<file path="config.mk">
export PLATFORM = sky130hd
export DESIGN_NAME = vga_timing_gen_flat
export DESIGN_NICKNAME = d
export VERILOG_FILES = /design/src/rtl/vga_timing_pkg.sv /design/src/rtl/vga_timing_gen_if.sv /design/src/rtl/vga_timing_gen_axis_counter.sv /design/src/rtl/vga_timing_gen.sv /design/src/flat_wrapper.sv
export SDC_FILE = /design/constraint.sdc
export NUM_CORES = 1
export LEC_CHECK = 0
export CELL_PAD_IN_SITES_DETAIL_PLACEMENT = 2
export CELL_PAD_IN_SITES_GLOBAL_PLACEMENT = 2
export CORE_MARGIN = 2
export CORE_UTILIZATION = 30
export DETAILED_ROUTE_END_ITERATION = 12
export PLACE_DENSITY = 0.76
export SLEW_MARGIN = 10
export SYNTH_ARGS = -nofsm -noshare
export SYNTH_HDL_FRONTEND = slang
export SYNTH_HIERARCHICAL = 1
export SYNTH_SLANG_ARGS = --single-unit
</file>
<file path="constraint.sdc">
create_clock -name clk -period 3.93 [get_ports clk]
set_input_delay 0.786 -clock clk [delete_from_list [all_inputs] [get_ports clk]]
set_output_delay 0.786 -clock clk [all_outputs]
set_load 0.005 [all_outputs]
</file>
<file path="src/rtl/vga_timing_pkg.sv">
// Shared definitions for the raster timing generator: FSM encoding, standard
// timing sets and the axis-length helper.
package vga_timing_pkg;

  typedef enum logic [1:0] {
    ST_IDLE  = 2'd0,
    ST_RUN   = 2'd1,
    ST_DRAIN = 2'd2
  } state_e;

  // 640x480 @ 60 Hz, 25.175 MHz pixel clock, both syncs negative
  localparam int unsigned VGA640_H_VISIBLE = 640;
  localparam int unsigned VGA640_H_FRONT   = 16;
  localparam int unsigned VGA640_H_SYNC    = 96;
  localparam int unsigned VGA640_H_BACK    = 48;
  localparam int unsigned VGA640_V_VISIBLE = 480;
  localparam int unsigned VGA640_V_FRONT   = 10;
  localparam int unsigned VGA640_V_SYNC    = 2;
  localparam int unsigned VGA640_V_BACK    = 33;
  localparam bit          VGA640_H_POL     = 1'b0;
  localparam bit          VGA640_V_POL     = 1'b0;

  // 800x600 @ 60 Hz, 40 MHz pixel clock, both syncs positive
  localparam int unsigned SVGA800_H_VISIBLE = 800;
  localparam int unsigned SVGA800_H_FRONT   = 40;
  localparam int unsigned SVGA800_H_SYNC    = 128;
  localparam int unsigned SVGA800_H_BACK    = 88;
  localparam int unsigned SVGA800_V_VISIBLE = 600;
  localparam int unsigned SVGA800_V_FRONT   = 1;
  localparam int unsigned SVGA800_V_SYNC    = 4;
  localparam int unsigned SVGA800_V_BACK    = 23;
  localparam bit          SVGA800_H_POL     = 1'b1;
  localparam bit          SVGA800_V_POL     = 1'b1;

  function automatic int unsigned axis_total(input int unsigned visible, input int unsigned front,
                                             input int unsigned sync, input int unsigned back);
    return visible + front + sync + back;
  endfunction

endpackage

</file>
<file path="src/rtl/vga_timing_gen_if.sv">
// Pixel-tick/run inputs and raster timing outputs of the timing generator.
interface vga_timing_gen_if #(parameter int CW = 11);

  logic          clk_en;
  logic          enable;
  logic [CW-1:0] h_count;
  logic [CW-1:0] v_count;
  logic          hsync;
  logic          vsync;
  logic          hblank;
  logic          vblank;
  logic          de;
  logic          line_start;
  logic          frame_start;
  logic          fetch_req;
  logic          running;

  modport master (
    input  clk_en, enable,
    output h_count, v_count, hsync, vsync, hblank, vblank, de,
           line_start, frame_start, fetch_req, running
  );

  modport slave (
    output clk_en, enable,
    input  h_count, v_count, hsync, vsync, hblank, vblank, de,
           line_start, frame_start, fetch_req, running
  );

endinterface

</file>
<file path="src/rtl/vga_timing_gen_axis_counter.sv">
// One raster axis: position counter with wrap plus registered blank, sync and
// last-position flags that change on the same edge as the count.
module axis_counter
  import vga_timing_pkg::*;
#(
  parameter int unsigned VISIBLE  = 640,
  parameter int unsigned FRONT    = 16,
  parameter int unsigned SYNC     = 96,
  parameter int unsigned BACK     = 48,
  parameter bit          SYNC_POL = 1'b0,
  parameter int          CW       = 11
) (
  input  logic          clk,
  input  logic          reset_n,
  input  logic          i_idle,
  input  logic          i_start,
  input  logic          i_step,
  output logic [CW-1:0] o_count,
  output logic [CW-1:0] o_next_count,
  output logic          o_blank,
  output logic          o_sync,
  output logic          o_last
);

  localparam int          W        = CW + 1;
  localparam logic [CW:0] TOTAL    = W'(axis_total(VISIBLE, FRONT, SYNC, BACK));
  localparam logic [CW:0] LAST     = TOTAL - W'(1);
  localparam logic [CW:0] VIS      = W'(VISIBLE);
  localparam logic [CW:0] SYNC_BEG = W'(VISIBLE + FRONT);
  localparam logic [CW:0] SYNC_END = W'(VISIBLE + FRONT + SYNC);

  logic [CW-1:0] r_count;
  logic          r_blank;
  logic          r_sync;
  logic          r_last;
  logic [CW-1:0] w_next;
  logic [CW:0]   w_next_ext;

  // NOTE: every variable assigned in always_comb gets a default first so no latch is inferred.
  always_comb begin
    w_next = r_count;
    if (i_idle || i_start)  w_next = '0;
    else if (i_step)        w_next = r_last ? '0 : r_count + CW'(1);
  end

  assign w_next_ext = {1'b0, w_next};

  // NOTE: sequential state uses non-blocking assignments so all registers see pre-edge values.
  always_ff @(posedge clk or negedge reset_n) begin
    if (!reset_n) begin
      r_count <= '0;
      r_blank <= 1'b1;
      r_sync  <= ~SYNC_POL;
      r_last  <= 1'b0;
    end else if (i_idle) begin
      r_count <= '0;
      r_blank <= 1'b1;
      r_sync  <= ~SYNC_POL;
      r_last  <= 1'b0;
    end else if (i_start || i_step) begin
      r_count <= w_next;
      r_blank <= (w_next_ext >= VIS);
      r_sync  <= (w_next_ext >= SYNC_BEG && w_next_ext < SYNC_END) ? SYNC_POL : ~SYNC_POL;
      r_last  <= (w_next_ext == LAST);
    end
  end

  assign o_count      = r_count;
  assign o_next_count = w_next;
  assign o_blank      = r_blank;
  assign o_sync       = r_sync;
  assign o_last       = r_last;

endmodule

</file>
<file path="src/rtl/vga_timing_gen.sv">
// Two-axis raster timing generator: run/drain FSM that starts and stops only on
// frame boundaries, line/frame pulses, display enable and pixel-fetch lookahead.
module vga_timing_gen
  import vga_timing_pkg::*;
#(
  parameter int unsigned H_VISIBLE  = VGA640_H_VISIBLE,
  parameter int unsigned H_FRONT    = VGA640_H_FRONT,
  parameter int unsigned H_SYNC     = VGA640_H_SYNC,
  parameter int unsigned H_BACK     = VGA640_H_BACK,
  parameter int unsigned V_VISIBLE  = VGA640_V_VISIBLE,
  parameter int unsigned V_FRONT    = VGA640_V_FRONT,
  parameter int unsigned V_SYNC     = VGA640_V_SYNC,
  parameter int unsigned V_BACK     = VGA640_V_BACK,
  parameter bit          H_SYNC_POL = VGA640_H_POL,
  parameter bit          V_SYNC_POL = VGA640_V_POL,
  parameter int          CW         = 11,
  parameter int unsigned PREFETCH   = 2
) (
  input  logic             clk,
  input  logic             reset_n,
  vga_timing_gen_if.master vif
);

  localparam int          W       = CW + 1;
  localparam logic [CW:0] H_TOTAL = W'(axis_total(H_VISIBLE, H_FRONT, H_SYNC, H_BACK));
  localparam logic [CW:0] V_TOTAL = W'(axis_total(V_VISIBLE, V_FRONT, V_SYNC, V_BACK));
  localparam logic [CW:0] H_VIS   = W'(H_VISIBLE);
  localparam logic [CW:0] V_VIS   = W'(V_VISIBLE);
  localparam logic [CW:0] PF      = W'(PREFETCH);

  state_e r_state, w_state_next;
  logic   w_idle, w_start, w_step;

  logic [CW-1:0] w_h_count, w_v_count, w_h_next, w_v_next;
  logic          w_hblank, w_vblank, w_hsync, w_vsync, w_h_last, w_v_last;
  logic          w_frame_end;

  logic r_de, r_line_start, r_frame_start, r_fetch_req, r_running;

  axis_counter #(
    .VISIBLE(H_VISIBLE), .FRONT(H_FRONT), .SYNC(H_SYNC), .BACK(H_BACK),
    .SYNC_POL(H_SYNC_POL), .CW(CW)
  ) u_h_axis (
    .clk(clk), .reset_n(reset_n),
    .i_idle(w_idle), .i_start(w_start), .i_step(w_step),
    .o_count(w_h_count), .o_next_count(w_h_next),
    .o_blank(w_hblank), .o_sync(w_hsync), .o_last(w_h_last)
  );

  axis_counter #(
    .VISIBLE(V_VISIBLE), .FRONT(V_FRONT), .SYNC(V_SYNC), .BACK(V_BACK),
    .SYNC_POL(V_SYNC_POL), .CW(CW)
  ) u_v_axis (
    .clk(clk), .reset_n(reset_n),
    .i_idle(w_idle), .i_start(w_start), .i_step(w_step & w_h_last),
    .o_count(w_v_count), .o_next_count(w_v_next),
    .o_blank(w_vblank), .o_sync(w_vsync), .o_last(w_v_last)
  );

  assign w_frame_end = w_h_last & w_v_last;

  // A raised enable wins over the drain-to-idle exit, so re-raising at the last pixel just wraps.
  always_comb begin
    w_state_next = r_state;
    w_idle       = 1'b0;
    w_start      = 1'b0;
    w_step       = 1'b0;
    if (vif.clk_en) begin
      unique case (r_state)
        ST_IDLE: begin
          if (vif.enable) begin
            w_state_next = ST_RUN;
            w_start      = 1'b1;
          end
        end
        ST_RUN: begin
          w_step = 1'b1;
          if (!vif.enable) w_state_next = ST_DRAIN;
        end
        ST_DRAIN: begin
          if (vif.enable) begin
            w_step       = 1'b1;
            w_state_next = ST_RUN;
          end else if (w_frame_end) begin
            w_idle       = 1'b1;
            w_state_next = ST_IDLE;
          end else begin
            w_step = 1'b1;
          end
        end
        default: begin
          w_idle       = 1'b1;
          w_state_next = ST_IDLE;
        end
      endcase
    end
  end

  // Lookahead target is PREFETCH pixels past the position about to be presented.
  logic [CW:0] w_h_ext, w_v_ext, w_fetch_h_raw, w_fetch_h, w_fetch_v;
  logic        w_fetch_wrap, w_v_next_last, w_counting_next, w_fetch_next, w_de_next;

  assign w_h_ext         = {1'b0, w_h_next};
  assign w_v_ext         = {1'b0, w_v_next};
  assign w_v_next_last   = (w_v_ext == V_TOTAL - W'(1));
  assign w_fetch_h_raw   = w_h_ext + PF;
  assign w_fetch_wrap    = (w_fetch_h_raw >= H_TOTAL);
  assign w_fetch_h       = w_fetch_wrap ? w_fetch_h_raw - H_TOTAL : w_fetch_h_raw;
  assign w_fetch_v       = !w_fetch_wrap ? w_v_ext : (w_v_next_last ? '0 : w_v_ext + W'(1));
  assign w_counting_next = (w_state_next != ST_IDLE);
  assign w_fetch_next    = w_counting_next && (w_fetch_h < H_VIS) && (w_fetch_v < V_VIS) &&
                           !(w_state_next == ST_DRAIN && w_fetch_wrap && w_v_next_last);
  assign w_de_next       = w_counting_next && (w_h_ext < H_VIS) && (w_v_ext < V_VIS);

  always_ff @(posedge clk or negedge reset_n) begin
    if (!reset_n) begin
      r_state       <= ST_IDLE;
      r_de          <= 1'b0;
      r_line_start  <= 1'b0;
      r_frame_start <= 1'b0;
      r_fetch_req   <= 1'b0;
      r_running     <= 1'b0;
    end else if (vif.clk_en) begin
      r_state       <= w_state_next;
      r_de          <= w_de_next;
      r_line_start  <= w_start | (w_step & w_h_last);
      r_frame_start <= w_start | (w_step & w_frame_end);
      r_fetch_req   <= w_fetch_next;
      r_running     <= w_counting_next;
    end
  end

  assign vif.h_count     = w_h_count;
  assign vif.v_count     = w_v_count;
  assign vif.hsync       = w_hsync;
  assign vif.vsync       = w_vsync;
  assign vif.hblank      = w_hblank;
  assign vif.vblank      = w_vblank;
  assign vif.de          = r_de;
  assign vif.line_start  = r_line_start;
  assign vif.frame_start = r_frame_start;
  assign vif.fetch_req   = r_fetch_req;
  assign vif.running     = r_running;

endmodule

</file>
<file path="src/flat_wrapper.sv">
// flat-port wrapper written by rule: the top's interface ports become plain ports
module vga_timing_gen_flat import vga_timing_pkg::*;
#(
  parameter int unsigned H_VISIBLE  = VGA640_H_VISIBLE,
  parameter int unsigned H_FRONT    = VGA640_H_FRONT,
  parameter int unsigned H_SYNC     = VGA640_H_SYNC,
  parameter int unsigned H_BACK     = VGA640_H_BACK,
  parameter int unsigned V_VISIBLE  = VGA640_V_VISIBLE,
  parameter int unsigned V_FRONT    = VGA640_V_FRONT,
  parameter int unsigned V_SYNC     = VGA640_V_SYNC,
  parameter int unsigned V_BACK     = VGA640_V_BACK,
  parameter bit          H_SYNC_POL = VGA640_H_POL,
  parameter bit          V_SYNC_POL = VGA640_V_POL,
  parameter int          CW         = 11,
  parameter int unsigned PREFETCH   = 2
)
  (clk, reset_n, vif_clk_en, vif_enable, vif_h_count, vif_v_count, vif_hsync, vif_vsync, vif_hblank, vif_vblank, vif_de, vif_line_start, vif_frame_start, vif_fetch_req, vif_running);
  vga_timing_gen_if #(.CW(CW)) vif_i ();
  input  logic clk;
  input  logic reset_n;
  input wire logic [$bits(vif_i.clk_en)-1:0] vif_clk_en;
  input wire logic [$bits(vif_i.enable)-1:0] vif_enable;
  output wire logic [$bits(vif_i.h_count)-1:0] vif_h_count;
  output wire logic [$bits(vif_i.v_count)-1:0] vif_v_count;
  output wire logic [$bits(vif_i.hsync)-1:0] vif_hsync;
  output wire logic [$bits(vif_i.vsync)-1:0] vif_vsync;
  output wire logic [$bits(vif_i.hblank)-1:0] vif_hblank;
  output wire logic [$bits(vif_i.vblank)-1:0] vif_vblank;
  output wire logic [$bits(vif_i.de)-1:0] vif_de;
  output wire logic [$bits(vif_i.line_start)-1:0] vif_line_start;
  output wire logic [$bits(vif_i.frame_start)-1:0] vif_frame_start;
  output wire logic [$bits(vif_i.fetch_req)-1:0] vif_fetch_req;
  output wire logic [$bits(vif_i.running)-1:0] vif_running;
  assign vif_i.clk_en = vif_clk_en;
  assign vif_i.enable = vif_enable;
  assign vif_h_count = vif_i.h_count;
  assign vif_v_count = vif_i.v_count;
  assign vif_hsync = vif_i.hsync;
  assign vif_vsync = vif_i.vsync;
  assign vif_hblank = vif_i.hblank;
  assign vif_vblank = vif_i.vblank;
  assign vif_de = vif_i.de;
  assign vif_line_start = vif_i.line_start;
  assign vif_frame_start = vif_i.frame_start;
  assign vif_fetch_req = vif_i.fetch_req;
  assign vif_running = vif_i.running;
  vga_timing_gen #(.H_VISIBLE(H_VISIBLE), .H_FRONT(H_FRONT), .H_SYNC(H_SYNC), .H_BACK(H_BACK), .V_VISIBLE(V_VISIBLE), .V_FRONT(V_FRONT), .V_SYNC(V_SYNC), .V_BACK(V_BACK), .H_SYNC_POL(H_SYNC_POL), .V_SYNC_POL(V_SYNC_POL), .CW(CW), .PREFETCH(PREFETCH)) u_core (.clk(clk), .reset_n(reset_n), .vif(vif_i));
endmodule
</file>
---- Word-level counts from Yosys, hierarchy flattened ----
Index checks and enable logic that the tools add are counted.
cells by class
  $add $sub $neg .......................... 5
  order comparisons ....................... 11
  equal/unequal tests ..................... 5
  mux-type cells .......................... 44
  bitwise operators ....................... 5
  reduce and logical (&&, ||, !) cells .... 18
operators by type and width
  kind                                                                            number
  11-bit 2-to-1 mux                                                               10
  12-bit 2-to-1 mux                                                               3
  1-bit 2-to-1 mux                                                                23
  11-bit by 1-bit adder with 11-bit output, second input constant                 2
  11-bit by 10-bit == test with 1-bit output, second input constant               2
  11-bit by 10-bit >= comparator with 1-bit output, second input constant         2
  11-bit by 9-bit >= comparator with 1-bit output, second input constant          2
  11-bit by 10-bit less-than comparator with 1-bit output, second input constant  2
  11-bit by 9-bit less-than comparator with 1-bit output, second input constant   2
  11-bit by 1-bit adder with 12-bit output, second input constant                 1
  11-bit by 2-bit adder with 12-bit output, second input constant                 1
  12-bit by 10-bit >= comparator with 1-bit output, second input constant         1
  12-bit by 10-bit less-than comparator with 1-bit output, second input constant  1
  12-bit by 9-bit less-than comparator with 1-bit output, second input constant   1
  12-bit by 10-bit subtractor with 12-bit output, second input constant           1
  2-bit 2-to-1 mux                                                                5
  1-bit logical AND                                                               9
  2-bit one-hot mux with 3 select lines                                           1
  2-bit nonzero test                                                              3
  2-bit == test, second input constant                                            2
  1-bit one-hot mux with 2 select lines                                           2
  1-bit bitwise AND                                                               3
  1-bit logical OR                                                                3
  2-bit by 1-bit == test with 1-bit output, second input constant                 1
  4 further kinds                                                                 5
storage, ports and cells
  register bits ........................... 35
  input port bits ......................... 4
  output and inout bits ................... 31
  logic and storage cells ................. 102

---- Longest topological paths before layout ----
  depth in word-level cells ............... 14
  gate-level depth with buffers ........... 15
  depth with buffers taken out ............ 14

---- Cells and area by module ----
The synthesis kept the hierarchy.
modules (own cells, without submodules)
  module                           instances  cells each  area each (sq um)  sequential area each (sq um)
  axis_counter at u_core.u_h_axis  1          126         1,067.3            352.8
  axis_counter at u_core.u_v_axis  1          105         898.4              352.8
  vga_timing_gen                   1          81          654.4              175.2

---- Worst setup path before layout ----
OpenSTA, ideal clock, no wires.
  path type ............................... reg-to-reg
  from .................................... reg u_core.r_state[1]
  to ...................................... reg u_core.r_fetch_req, in the netlist u_core/vif.fetch_req
  library setup time ...................... 0.065 ns
  arrival time ............................ 3.178 ns
  data required time ...................... 3.865 ns
  setup slack ............................. 0.687 ns
  stages on the path, launching flop included .. 14
  buffers on the path ..................... 2
  clock period less this slack ............ 3.243 ns
  cell sequence ........................... dfrtp_1 -> inv_1 -> ha_1 -> or3_2 -> a21oi_1 -> or2_2 -> a21o_1 -> clkbuf_1 -> clkbuf_1 -> nor2_1 -> nor4_1 -> nand4b_1 -> a2111oi_4 -> o22a_1
between the ends
  elaborated cells on any way between the ends .. 40
  those cells by class .................... add/sub (3); order compare (3); eq/ne (4); mux (19); bitwise (1); reduce/logical (10)
RTL lines
  element                                                                                                 line                                          source
  start: declaration                                                                                      vga_timing_gen.sv:31                          state_e r_state, w_state_next;
  start signal: assignment                                                                                vga_timing_gen.sv:124                         r_state <= w_state_next;
  2-bit by 1-bit == test with 1-bit output or 2-bit zero test (tied branches)                             vga_timing_gen.sv:69                          unique case (r_state)
  2-bit OR reduction (no source line)                                                                     -
  1-bit one-hot mux with 2 select lines *                                                                 vga_timing_gen.sv:69
  1-bit 2-to-1 mux *                                                                                      vga_timing_gen.sv:68                          if (vif.clk_en) begin
  named net u_core.w_idle                                                                                 vga_timing_gen.sv:32                          logic w_idle, w_start, w_step;
  1-bit logical OR *                                                                                      vga_timing_gen_axis_counter.sv:42             if (i_idle || i_start) w_next = '0;
  11-bit 2-to-1 mux *                                                                                     vga_timing_gen_axis_counter.sv:42
  named net u_core.w_v_next[4]                                                                            vga_timing_gen.sv:34                          logic [CW-1:0] w_h_count, w_v_count, w_h_next, w_v_next;
  11-bit by 1-bit adder with 12-bit output or 11-bit by 10-bit == test with 1-bit output (tied branches)  vga_timing_gen.sv:109, vga_timing_gen.sv:105
  12-bit 2-to-1 mux (2 in series)                                                                         vga_timing_gen.sv:109                         assign w_fetch_v = !w_fetch_wrap ? w_v_ext : (w_v_next_last ? '0 : w_v_ext + W'(1));
  12-bit by 9-bit less-than comparator with 1-bit output                                                  vga_timing_gen.sv:111                         assign w_fetch_next = w_counting_next && (w_fetch_h < H_VIS) && (w_fetch_v < V_VIS) &&
  1-bit logical AND                                                                                       vga_timing_gen.sv:111
  1-bit logical AND *                                                                                     vga_timing_gen.sv:111
  end signal: assignment                                                                                  vga_timing_gen.sv:128                         r_fetch_req <= w_fetch_next;
  end: declaration                                                                                        vga_timing_gen.sv:38                          logic r_de, r_line_start, r_frame_start, r_fetch_req, r_running;
The timed path passes the listed nets; every way through them passes the cells marked *.
A chain may end at the register's enable or synchronous reset.

---- Final worst setup path ----
  from .................................... in vif_enable
  to ...................................... reg u_core.r_fetch_req, in the netlist u_core/vif.fetch_req
between the ends
  cells in the longest elaborated chain, start to end .. 12
  elaborated cells on any way between the ends .. 38
  those cells by class .................... add/sub (3); order compare (3); eq/ne (2); mux (21); bitwise (1); reduce/logical (8)
ends and longest elaborated chain
  element                                                                                                 line                                          source
  start: declaration                                                                                      flat_wrapper.sv:22                            input wire logic [$bits(vif_i.enable)-1:0] vif_enable;
  1-bit 2-to-1 mux *                                                                                      vga_timing_gen.sv:81                          if (vif.enable) begin
  1-bit one-hot mux with 2 select lines *                                                                 vga_timing_gen.sv:69
  1-bit 2-to-1 mux *                                                                                      vga_timing_gen.sv:68
  named net u_core.w_step                                                                                 vga_timing_gen.sv:32
  1-bit bitwise AND *                                                                                     vga_timing_gen.sv:55                          .i_idle(w_idle), .i_start(w_start), .i_step(w_step & w_h_last),
  11-bit 2-to-1 mux *                                                                                     vga_timing_gen_axis_counter.sv:43             else if (i_step) w_next = r_last ? '0 : r_count + CW'(1);
  11-bit 2-to-1 mux *                                                                                     vga_timing_gen_axis_counter.sv:42
  named net u_core.w_v_next[6]                                                                            vga_timing_gen.sv:34
  11-bit by 1-bit adder with 12-bit output or 11-bit by 10-bit == test with 1-bit output (tied branches)  vga_timing_gen.sv:109, vga_timing_gen.sv:105
  12-bit 2-to-1 mux (2 in series)                                                                         vga_timing_gen.sv:109
  12-bit by 9-bit less-than comparator with 1-bit output                                                  vga_timing_gen.sv:111
  1-bit logical AND                                                                                       vga_timing_gen.sv:111
  1-bit logical AND *                                                                                     vga_timing_gen.sv:111
Marked as above.

==> flow_summary.json <==
{
  "cts_max_level": 2,
  "max_slew_margin": 0.4320,
  "dr.first_iter.drc_count": 65,
  "overflow": 0,
  "startpoint_type": "input pin",
  "rsz0062_at_grt": "false",
  "synth_nets": 321,
  "die_h_um": 97.39,
  "drt-total-wl_um": 8632,
  "gp_congestion": 0.7859,
  "grt_pass1_wl_um": 14510,
  "status": "finished clean",
  "ioPinCount": 35,
  "syn_area_per_cell_um2": 8.412,
  "final_max_slew_viol_count": 0,
  "max_freq_mhz": 273.6,
  "cp_max_fo": 17,
  "cts.clk_slew.worst_paths_ps": 80,
  "dieWidth_um": 97.39,
  "holdWs_ps": 507.5,
  "grt_max_degree": 36,
  "hold_violations": 0,
  "utilization": 0.3707,
  "via_count": 2547,
  "netlist_instances": 311,
  "cp-end-kind": "register",
  "cap_viol_max_count": 0,
  "drive_gt1_frac": 0.1333,
  "period_minus_slack_ps": 3656,
  "dp_cells": 446,
  "setup_viol": 0,
  "ant_nets": 0,
  "coreArea_um2": 8593,
  "final.setup.tns_ps": 0,
  "grt_pass1_vias": 2753,
  "critPathKind": "input pin to register",
  "drtPass1Iterations": 4,
  "instances_no_fill": 453,
  "die_area_um2": 9484,
  "start_util": 0.3045,
  "cp.required_ps": 4110,
  "clk_latency_ps": 290,
  "mappedNetlistArea_um2": 2616,
  "numPortBuffers": 34,
  "yosys_warnings": 6,
  "power_density_nw_per_um2": 389.1,
  "final_common_cell": "nor2_1",
  "clockBufferDepth": 2,
  "drc_errors": 0,
  "most-common-layout-cells": "nor2_1 (36), clkdlybuf4s50_1 (33), dfrtp_1 (31)",
  "routed_via_density": 5.623,
  "pre_cts_slack_ps": 34.68,
  "fin_crit_sh": 0.9302,
  "grt_antenna_before_repair": 0,
  "cellLeakagePower_nw": 1.300,
  "critical_path_arrival_ps": 3840,
  "power_mw": 1.239,
  "final.setup.worst_slack_ps": 274.5,
  "hpwl_um": 6307,
  "rows": 34,
  "cts_tree": "done",
  "numCtsBuffers": 5,
  "skew_ps": 8.310,
  "vdd.ir_drop.worst_mv": 0.1682,
  "hp-class": "register to register",
  "design_area_um2": 3186,
  "cts_sinks": 35,
  "nNetsFinal": 355,
  "place_area_um2": 3095,
  "wl_per_cell_um": 19.06,
  "grt_usage": 0.1869,
  "diodes": 0,
  "tightestPinTransition_ps": 852.0,
  "syn2layout_area_growth_pct": 21.76,
  "root_buffer": "clkbuf_8"
}
[registers in the layout (all words and copies together) (netlist names)]
register / count
u_core/r_state: 2
u_core/u_h_axis/o_blank: 1
u_core/u_h_axis/o_count: 11
u_core/u_h_axis/o_last: 1
u_core/u_h_axis/o_sync: 1
u_core/u_v_axis/o_blank: 1
u_core/u_v_axis/o_count: 11
u_core/u_v_axis/o_last: 1
u_core/u_v_axis/o_sync: 1
u_core/vif.de: 1
u_core/vif.fetch_req: 1
u_core/vif.frame_start: 1
u_core/vif.line_start: 1
u_core/vif.running: 1
[where the power goes]
part           internal [mW]  total (mW)  switching [mW]
sequential             0.415       0.463          0.0478
combinational          0.229       0.503           0.275
clock                  0.138       0.274           0.136
[worst paths after layout]
| check | startpoint | cells after the start | to | slack (ps) |
|---|---|---|---|---|
| worst max-delay path | vif_enable | 13 | u_core/vif.fetch_req | 270 |
| worst min-delay path | u_core/vif.de | 1 | u_core/vif.de | 510 |
| worst max register to register | u_core/r_state[0] | 14 | u_core/vif.fetch_req | 380 |
| worst min register to register | u_core/vif.de | 1 | u_core/vif.de | 510 |
| max in group asynchronous | reset_n | 1 | u_core/u_v_axis/o_last | 2800 |
| min in group asynchronous | reset_n | 1 | u_core/u_v_axis/o_count[4] | 600 |
[per-layer routing]
layer | track usage | wire, um | share of wire
met1 | 0.2661 | 4294 | 0.50
met2 | 0.3066 | 4137 | 0.48
met3 | 0.02230 | 135 | 0.016
met4 | 0.03846 | 63 | 0.0073
met5 | 0 | 0 | 0
[worst max-delay path, stage by stage]
cell and delay [ps]:
clkdlybuf4s50_1 470, o21ai_0 90, a21oi_1 330, and2_1 210, buf_4 230, nand2_4 90, or3_1 360, a21oi_1 260
nand3_1 150, nor3_1 250, o21ai_0 150, a31o_2 270, o22a_1 180
[cell type report]
cell class / count / area, um2
fillers: 1003 / 5408
multi-input cells: 247 / 1603
flip-flops and latches: 35 / 880.8
repair buffers: 47 / 445.4
well taps: 108 / 135.1
clock buffers: 6 / 82.58
inverters: 9 / 33.78
clock inverters: 1 / 5.005
[what timing repair did]
item | 4_1_cts | 5_1_grt
setup endpoints to repair | 0 | 1
hold endpoints to repair | 0 | 0
resized for setup | 0 | 1
hold buffers | 0 | 0
setup buffers | 0 | 0
Note: power is estimated with default switching activity, not from simulation.
